## src/rtl/bitwise_logic_pipe_pkg.sv

```systemverilog
// Shared definitions for the bitwise logic pipeline: op type and op encodings.
package bitwise_logic_pipe_pkg;

  typedef logic [2:0] op_t;

  localparam op_t OP_AND  = 3'b000;
  localparam op_t OP_OR   = 3'b001;
  localparam op_t OP_XOR  = 3'b010;
  localparam op_t OP_XNOR = 3'b011;
  localparam op_t OP_NAND = 3'b100;
  localparam op_t OP_NOR  = 3'b101;
  localparam op_t OP_ANDN = 3'b110;
  localparam op_t OP_NOTA = 3'b111;

endpackage

```

## src/rtl/bitwise_logic_pipe_if.sv

```systemverilog
// Operand/result handshake bundle for bitwise_logic_pipe.
interface bitwise_logic_pipe_if #(
  parameter int WIDTH = 64
);

  logic                         in_valid;
  logic                         in_ready;
  logic [WIDTH-1:0]             A;
  logic [WIDTH-1:0]             B;
  bitwise_logic_pipe_pkg::op_t  op;
  logic                         out_valid;
  logic                         out_ready;
  logic [WIDTH-1:0]             out;
  logic                         zero;
  logic                         parity;

  // master supplies operands and consumes results; slave is the pipeline
  modport master (
    output in_valid, A, B, op, out_ready,
    input  in_ready, out_valid, out, zero, parity
  );

  modport slave (
    input  in_valid, A, B, op, out_ready,
    output in_ready, out_valid, out, zero, parity
  );

endinterface

```

## src/rtl/bitwise_logic_core.sv

```systemverilog
// Combinational bitwise operation selected by op; holds no state.
module bitwise_logic_core
  import bitwise_logic_pipe_pkg::*;
#(
  parameter int WIDTH = 64
) (
  input  logic [WIDTH-1:0] a,
  input  logic [WIDTH-1:0] b,
  input  op_t              op,
  output logic [WIDTH-1:0] result
);

  always_comb begin
    result = '0;
    case (op)
      OP_AND:  result = a & b;
      OP_OR:   result = a | b;
      OP_XOR:  result = a ^ b;
      OP_XNOR: result = ~(a ^ b);
      OP_NAND: result = ~(a & b);
      OP_NOR:  result = ~(a | b);
      OP_ANDN: result = a & ~b;
      OP_NOTA: result = ~a;
    endcase
  end

endmodule

```

## src/rtl/bitwise_logic_pipe.sv

```systemverilog
// Two-stage valid/ready pipeline around bitwise_logic_core; S2 carries result
// plus zero/parity flags so the flags always describe the presented result.
module bitwise_logic_pipe
  import bitwise_logic_pipe_pkg::*;
#(
  parameter int WIDTH = 64
) (
  input  logic                 clk,
  input  logic                 rst,
  bitwise_logic_pipe_if.slave  bus
);

  logic             s1_valid;
  logic [WIDTH-1:0] s1_data;
  logic             s2_valid;
  logic [WIDTH-1:0] s2_data;
  logic             s2_zero;
  logic             s2_parity;

  logic [WIDTH-1:0] core_result;
  logic             s2_load;
  logic             s1_adv;
  logic             in_ready;
  logic             in_xfer;

  bitwise_logic_core #(
    .WIDTH (WIDTH)
  ) u_core (
    .a      (bus.A),
    .b      (bus.B),
    .op     (bus.op),
    .result (core_result)
  );

  // in_ready depends only on stage state and out_ready, never on in_valid
  assign s2_load  = !s2_valid || bus.out_ready;
  assign s1_adv   = s1_valid && s2_load;
  assign in_ready = !s1_valid || s1_adv;
  assign in_xfer  = bus.in_valid && in_ready;

  always_ff @(posedge clk or posedge rst) begin
    if (rst) begin
      s1_valid <= 1'b0;
      s1_data  <= '0;
    end else if (in_xfer) begin
      s1_valid <= 1'b1;
      s1_data  <= core_result;
    end else if (s1_adv) begin
      s1_valid <= 1'b0;
    end
  end

  // flags are computed from S1 and registered alongside the result
  always_ff @(posedge clk or posedge rst) begin
    if (rst) begin
      s2_valid  <= 1'b0;
      s2_data   <= '0;
      s2_zero   <= 1'b1;
      s2_parity <= 1'b0;
    end else if (s2_load) begin
      s2_valid <= s1_valid;
      if (s1_valid) begin
        s2_data   <= s1_data;
        s2_zero   <= ~|s1_data;
        s2_parity <= ^s1_data;
      end
    end
  end

  assign bus.in_ready  = in_ready;
  assign bus.out_valid = s2_valid;
  assign bus.out       = s2_data;
  assign bus.zero      = s2_zero;
  assign bus.parity    = s2_parity;

endmodule

```

## src/flat_wrapper.sv

```systemverilog
// flat-port wrapper written by rule: the top's interface ports become plain ports
module bitwise_logic_pipe_flat import bitwise_logic_pipe_pkg::*;
#(
  parameter int WIDTH = 64
)
  (clk, rst, bus_in_valid, bus_A, bus_B, bus_op, bus_out_ready, bus_in_ready, bus_out_valid, bus_out, bus_zero, bus_parity);
  bitwise_logic_pipe_if #(.WIDTH(WIDTH)) bus_i ();
  input  logic clk;
  input  logic rst;
  input wire logic [$bits(bus_i.in_valid)-1:0] bus_in_valid;
  input wire logic [$bits(bus_i.A)-1:0] bus_A;
  input wire logic [$bits(bus_i.B)-1:0] bus_B;
  input wire logic [$bits(bus_i.op)-1:0] bus_op;
  input wire logic [$bits(bus_i.out_ready)-1:0] bus_out_ready;
  output wire logic [$bits(bus_i.in_ready)-1:0] bus_in_ready;
  output wire logic [$bits(bus_i.out_valid)-1:0] bus_out_valid;
  output wire logic [$bits(bus_i.out)-1:0] bus_out;
  output wire logic [$bits(bus_i.zero)-1:0] bus_zero;
  output wire logic [$bits(bus_i.parity)-1:0] bus_parity;
  assign bus_i.in_valid = bus_in_valid;
  assign bus_i.A = bus_A;
  assign bus_i.B = bus_B;
  assign bus_i.op = bus_op;
  assign bus_i.out_ready = bus_out_ready;
  assign bus_in_ready = bus_i.in_ready;
  assign bus_out_valid = bus_i.out_valid;
  assign bus_out = bus_i.out;
  assign bus_zero = bus_i.zero;
  assign bus_parity = bus_i.parity;
  bitwise_logic_pipe #(.WIDTH(WIDTH)) u_core (.clk(clk), .rst(rst), .bus(bus_i));
endmodule
```

## config.mk

```make
export PLATFORM = sky130hd
export DESIGN_NAME = bitwise_logic_pipe_flat
export DESIGN_NICKNAME = d
export VERILOG_FILES = /design/src/rtl/bitwise_logic_pipe_pkg.sv /design/src/rtl/bitwise_logic_pipe_if.sv /design/src/rtl/bitwise_logic_core.sv /design/src/rtl/bitwise_logic_pipe.sv /design/src/flat_wrapper.sv
export SDC_FILE = /design/constraint.sdc
export NUM_CORES = 1
export LEC_CHECK = 0
export BUFFER_PORTS_ARGS = -buffer_cell sky130_fd_sc_hd__buf_2
export CORE_MARGIN = 5
export CORE_UTILIZATION = 50
export CTS_CLUSTER_SIZE = 16
export DETAILED_ROUTE_END_ITERATION = 16
export PLACE_DENSITY = 0.81
export SKIP_CTS_REPAIR_TIMING = 1
export SYNTH_ARGS = -nofsm -noshare
export SYNTH_HDL_FRONTEND = slang
export SYNTH_SLANG_ARGS = --single-unit
```

## constraint.sdc

```tcl
create_clock -name clk -period 7.7 [get_ports clk]
set_input_delay 1.54 -clock clk [delete_from_list [all_inputs] [get_ports clk]]
set_output_delay 1.54 -clock clk [all_outputs]
set_load 0.03 [all_outputs]
```

; Word level (Yosys, flattened, before mapping)
; Cells that the tools add are included.
; W data, S select, Z words.
[classes]
n_eq_ne = 7
muxes = 3
bitwise = 9
reduce_logical = 12
[ops]
columns = cell, n
row1 = $pmux W64 S8, 1
row2 = $not A64 Y64, 5
row3 = $and A64 B64 Y64, 2
row4 = $or A64 B64 Y64, 1
row5 = $reduce_or A64 Y1, 1
row6 = $reduce_xor A64 Y1, 1
row7 = $xor A64 B64 Y64, 1
row8 = $eq A3 B3 Y1 const B, 4
row9 = $eq A3 B2 Y1 const B, 2
row10 = $eq A3 B1 Y1 const B, 1
row11 = $logic_not A1 Y1, 3
row12 = $logic_not A3 Y1, 1
row13 = $logic_and A1 B1 Y1, 2
row14 = $logic_or A1 B1 Y1, 2
row15 = $mux W1, 2
row16 = $reduce_and A2 Y1, 1
row17 = $reduce_bool A2 Y1, 1
[word_totals]
register_bits = 132
inputBits = 135
out_inout_bits = 68

; Longest topological paths before layout
[depth]
ltp_word = 6
ltp_mapped = 9
depth_no_buf = 8

; Cells and area by module
; From an unflattened synthesis, not the netlist that was laid out.
[hier_totals]
hier_cells = 1481
area_unflattened_um2 = 12854.8
[modules_own_cells]
columns = mod, area_per_inst_um2, cells_each, n_inst
row1 = bitwise_logic_core, 7129.3, 988, 1
row2 = bitwise_logic_pipe, 5725.5, 493, 1

; Worst setup path after synthesis
; No wires, ideal clock.
[synth_timing]
path_type = input to output
from = input port bus_out_ready
to = output port bus_in_ready
path_stages = 1
t_required_ps = 6160
path_buffers = 0
slack_ps = 4259
arrival_ps = 1901
path_cell_list = nand3b_1
[synth_between]
elab_chain_len = 3
[synth_rtl]
columns = element, line_no
row1 = start: declaration, flat_wrapper.sv:14  ; input wire logic [$bits(bus_i.out_ready)-1:0] bus_out_ready;
row2 = $logic_or A1 B1 Y1, bitwise_logic_pipe.sv:36  ; assign s2_load = !s2_valid || bus.out_ready;
row3 = $logic_and A1 B1 Y1, bitwise_logic_pipe.sv:37  ; assign s1_adv = s1_valid && s2_load;
row4 = $logic_or A1 B1 Y1, bitwise_logic_pipe.sv:38  ; assign in_ready = !s1_valid || s1_adv;
row5 = end: declaration, flat_wrapper.sv:15  ; output wire logic [$bits(bus_i.in_ready)-1:0] bus_in_ready;
; No other way between the ends.

; Final worst setup path
[layout_timing]
from = input port bus_op[2]
to = register u_core.s1_data[36]
[layout_between]
elab_chain_len = 2
word_cells_on_any_way = 9
classes_between = eq/ne: 7 / mux: 1 / reduce/logical: 1
[layout_rtl]
columns = element, line_no
row1 = start: declaration, flat_wrapper.sv:13  ; input wire logic [$bits(bus_i.op)-1:0] bus_op;
row2 = $eq A3 B3 Y1 (tied with other cells), bitwise_logic_core.sv:15  ; case (op)
row3 = $pmux W64 S8 (*), bitwise_logic_core.sv:15
row4 = end signal: assignment, bitwise_logic_pipe.sv:47  ; s1_data <= core_result;
row5 = end: declaration, bitwise_logic_pipe.sv:14  ; logic [WIDTH-1:0] s1_data;
; Every way passes the cells marked *; elsewhere a longest branch is shown, timed or not.
; A chain may end at the register's enable or synchronous reset.

==> flow_summary_export.csv <==
group,metric,value,unit
clock_tree,cts_buffers,17,
placement,hpwl,23690,um
routing,drt-total-wl,32080,um
synthesis,synth_common_cells,"ha_1, inv_1, nand2_1",
timing,post-route-min-period,3748,ps
hold_path,min_from,"u_core.bus.out[48]$_DFFE_PP0P_",
cells_and_area,final_util,0.5664,
routing,vias_per_cell,5.503,
synthesis,synth-seq-cells,132,
hold_path,holdPathStages,2,
timing,slew_violations,0,
setup_path,path_common_cell,"buf_4",
floorplanning,rows,58,
clock_tree,root_buffer,"clkbuf_16",
floorplanning,die_y,168.3,um
placement,dp.cells,1910,
synthesis,synth_area_leaders,"dfrtp_1, ha_1, mux4_2",
clock_tree,clk_pin_slew,60,ps
timing,setup_viol,0,
synthesis,ys_async_sr_fraction,1.000,
routing,detail_route.wl_per_cell,16.54,um
setup_path,crit_chain,"buf_4, buf_4, or3_1, o21ai_0, o22ai_1",
synthesis,synth_area,12530,um2
synthesis,syn_area_per_cell,8.536,um2
job,max_cap_violations,0,
synthesis,synth_mux_area_frac,0.1332,
power,power.leakage,7.298,nW
global_routing,antenna_found_initial,1,
setup_path,start_kind,"primary input",
global_routing,grt_pass1_vias,10360,
setup_path,r2r_slack,5740,ps
routing,vias,10680,
global_routing,grt_max_degree,191,
cells_and_area,nFillCells,2234,
floorplanning,die_w,168.3,um
power,internal-power,1.884,mW
timing,tightest_slew,1069,ps
clock_tree,cts.sinks,132,
setup_path,max_stage_delay,890,ps
synthesis,syn_inst,1468,
timing,finClkSkew,6.725,ps
setup_path,worst_path_max_delay_cell,"or3_1",
setup_path,reg2regPathDepth,8,
floorplanning,fp.dieArea,28330,um2
clock_tree,htree_num_levels,4,
hold_path,hp-class,"reg2reg",
routing,first_pass_iters,5,
timing,finalSetupTns,0,ps
power,vdd_drop_max,150.1,uV
cells_and_area,stdcell_count,1940,
synthesis,synthAdderAreaFrac,0.2237,
synthesis,yosys_most_used_dff,"dfrtp_1",
setup_path,critPathKind,"in2reg",
cells_and_area,drive_gt1_frac,0.1894,
setup_path,end_kind,"register",
timing,max_freq,266.8,MHz
synthesis,synth-xor-area-share,0.02376,
placement,post-place-ws,3529,ps
setup_path,timing.rr.end,"u_core.bus.parity$_DFFE_PP0P_",
synthesis,synthMostInstantiatedCell,"ha_1",
clock_tree,clockBufferDepth,2,
power,combPwrFrac,0.430,
synthesis,synth_edf_count,0,
power,power.switching,1.166,mW
routing,ant_nets,0,
cells_and_area,syn_to_final_growth,12.83,%
clock_tree,cts_tree,"done",
setup_path,cp.required,8040,ps
clock_tree,clk_latency,420,ps
global_routing,grt-ovfl-total,0,
setup_path,arrival,4080,ps
timing,period_share,0.4867,
synthesis,synth-compound-area-share,0.1694,
routing,drtIter0Drc,629,
power,finalPower,3.050,mW
synthesis,synth_fp_nets,1827,
timing,hold_viol,0,
synthesis,synth_top_family_by_area,"adder cells",
run_status,outcome,"completed",
synthesis,yosys.area_share.simple,0.08827,
timing,slew_headroom,0.2842,
synthesis,yosysWarnings,0,
hold_path,min_to,"u_core.bus.out[48]$_DFFE_PP0P_",
routing,drcViolationCount,0,
placement,gp_congestion,0.8163,
floorplanning,io_pins,203,
synthesis,synth_area_leader_cell,"dfrtp_1",
setup_path,r2r-start,"u_core.s1_data[40]$_DFFE_PP0P_",
synthesis,synth_seq_area_share,0.2637,
placement,portBuffers,202,
global_routing,grt_pass1_wl,51410,um
synthesis,ys_types,35,
setup_path,crit_fanout,56,
synthesis,synth.top_cell.area_share,0.2616,
power,clkPwrFrac,0.270,
cells_and_area,n_antenna_cell,0,
power,swShare,0.3823,
power,power_density,215.7,nW/um2
floorplanning,core_area,24960,um2
global_routing,grt.total_usage,0.2228,
floorplanning,start_util,0.5020,
power,pwr-share-seq,0.300,
cells_and_area,nets,1958,
timing,grt_setup_unrepaired,"false",
timing,setup_ws,3952,ps
[state kept, by name, indices dropped and copies added (netlist names)]
signal,flops
u_core.s1_valid,1
u_core.bus.parity,1
u_core.bus.out,64
u_core.bus.out_valid,1
u_core.s1_data,64
u_core.bus.zero,1
[power by group through the flow]
stage                     combinational (mW)  clock [mW]  sequential [mW]
after floorplan                        0.806           0             1.07
after global placement                  1.27           0            0.920
after global routing                    1.45       0.862            0.931
after CTS                               1.32       0.834            0.915
after detailed placement                1.31           0            0.927
final                                   1.31       0.823            0.915
[critical path: cells and delay by family]
| family | cells | cell delay [ps] |
|---|---|---|
| AO/OA/AOI/OAI | 2 | 390 |
| AND/OR/NAND/NOR | 1 | 890 |
| buffers and inverters | 2 | 1240 |
[per-stage QoR]
step | hold WS [ps] | area, um2
CTS | 470.4 | 14140
global route | 481.3 | 14140
global placement | 450.6 | 13560
finish | 471.5 | 14140
detailed placement | 462.0 | 13560
floorplan | 455.6 | 12530
[layer usage]
metal / vias up / track usage / part of all wire
met2: 311 / 0.3739 / 0.48
met3: 70 / 0.04508 / 0.059
li1: 5235 / - / -
met4: 2 / 0.08539 / 0.032
met5: - / 0 / 0.00041
met1: 5058 / 0.2839 / 0.43
[layout make-up]
class	count	area (um2)	area share
clock buffer	20	446.7	0.03159
multi-input combinational	1044	8011	0.5666
sequential	132	3304	0.2337
timing repair buffer	210	1096	0.07752
tap	330	412.9	0.02920
inverter	194	733.2	0.05186
clock inverter	10	133.9	0.009469
[layout by cell type, fill, tap and decap left out, types with 17 or more instances in the layout]
cell type,instances
mux2i_1,37
nand2_1,167
o21ai_0,129
nor2_1,92
a221oi_1,21
buf_2,200
dfrtp_1,131
inv_1,192
mux4_2,37
clkbuf_16,17
ha_1,224
o21ai_1,64
o22ai_1,52
xnor2_1,28
a21oi_1,128
[kinds of logic after synthesis]
kind of cell             count (synthesis)
adder cells (fa/ha/maj)                224
multiplexers                           110
buffers and inverters                  292
flip-flops                             132
XOR/XNOR                                34
AND/OR/NAND/NOR                        281
AO/OA/AOI/OAI                          395
[worst max-delay path by stage]
stage | start | slack [ps] | to
finish | bus_op[2] | 3950 | u_core.s1_data[36]$_DFFE_PP0P_
global route | bus_op[2] | 3700 | u_core.s1_data[8]$_DFFE_PP0P_
CTS | bus_op[2] | 3970 | u_core.s1_data[36]$_DFFE_PP0P_
detailed placement | bus_op[2] | 3530 | u_core.s1_data[36]$_DFFE_PP0P_
global placement | bus_op[2] | 3680 | u_core.s1_data[43]$_DFFE_PP0P_
floorplan | rst | 2640 | u_core.bus.out[0]$_DFFE_PP0P_
(Power assumes the default switching activity.)
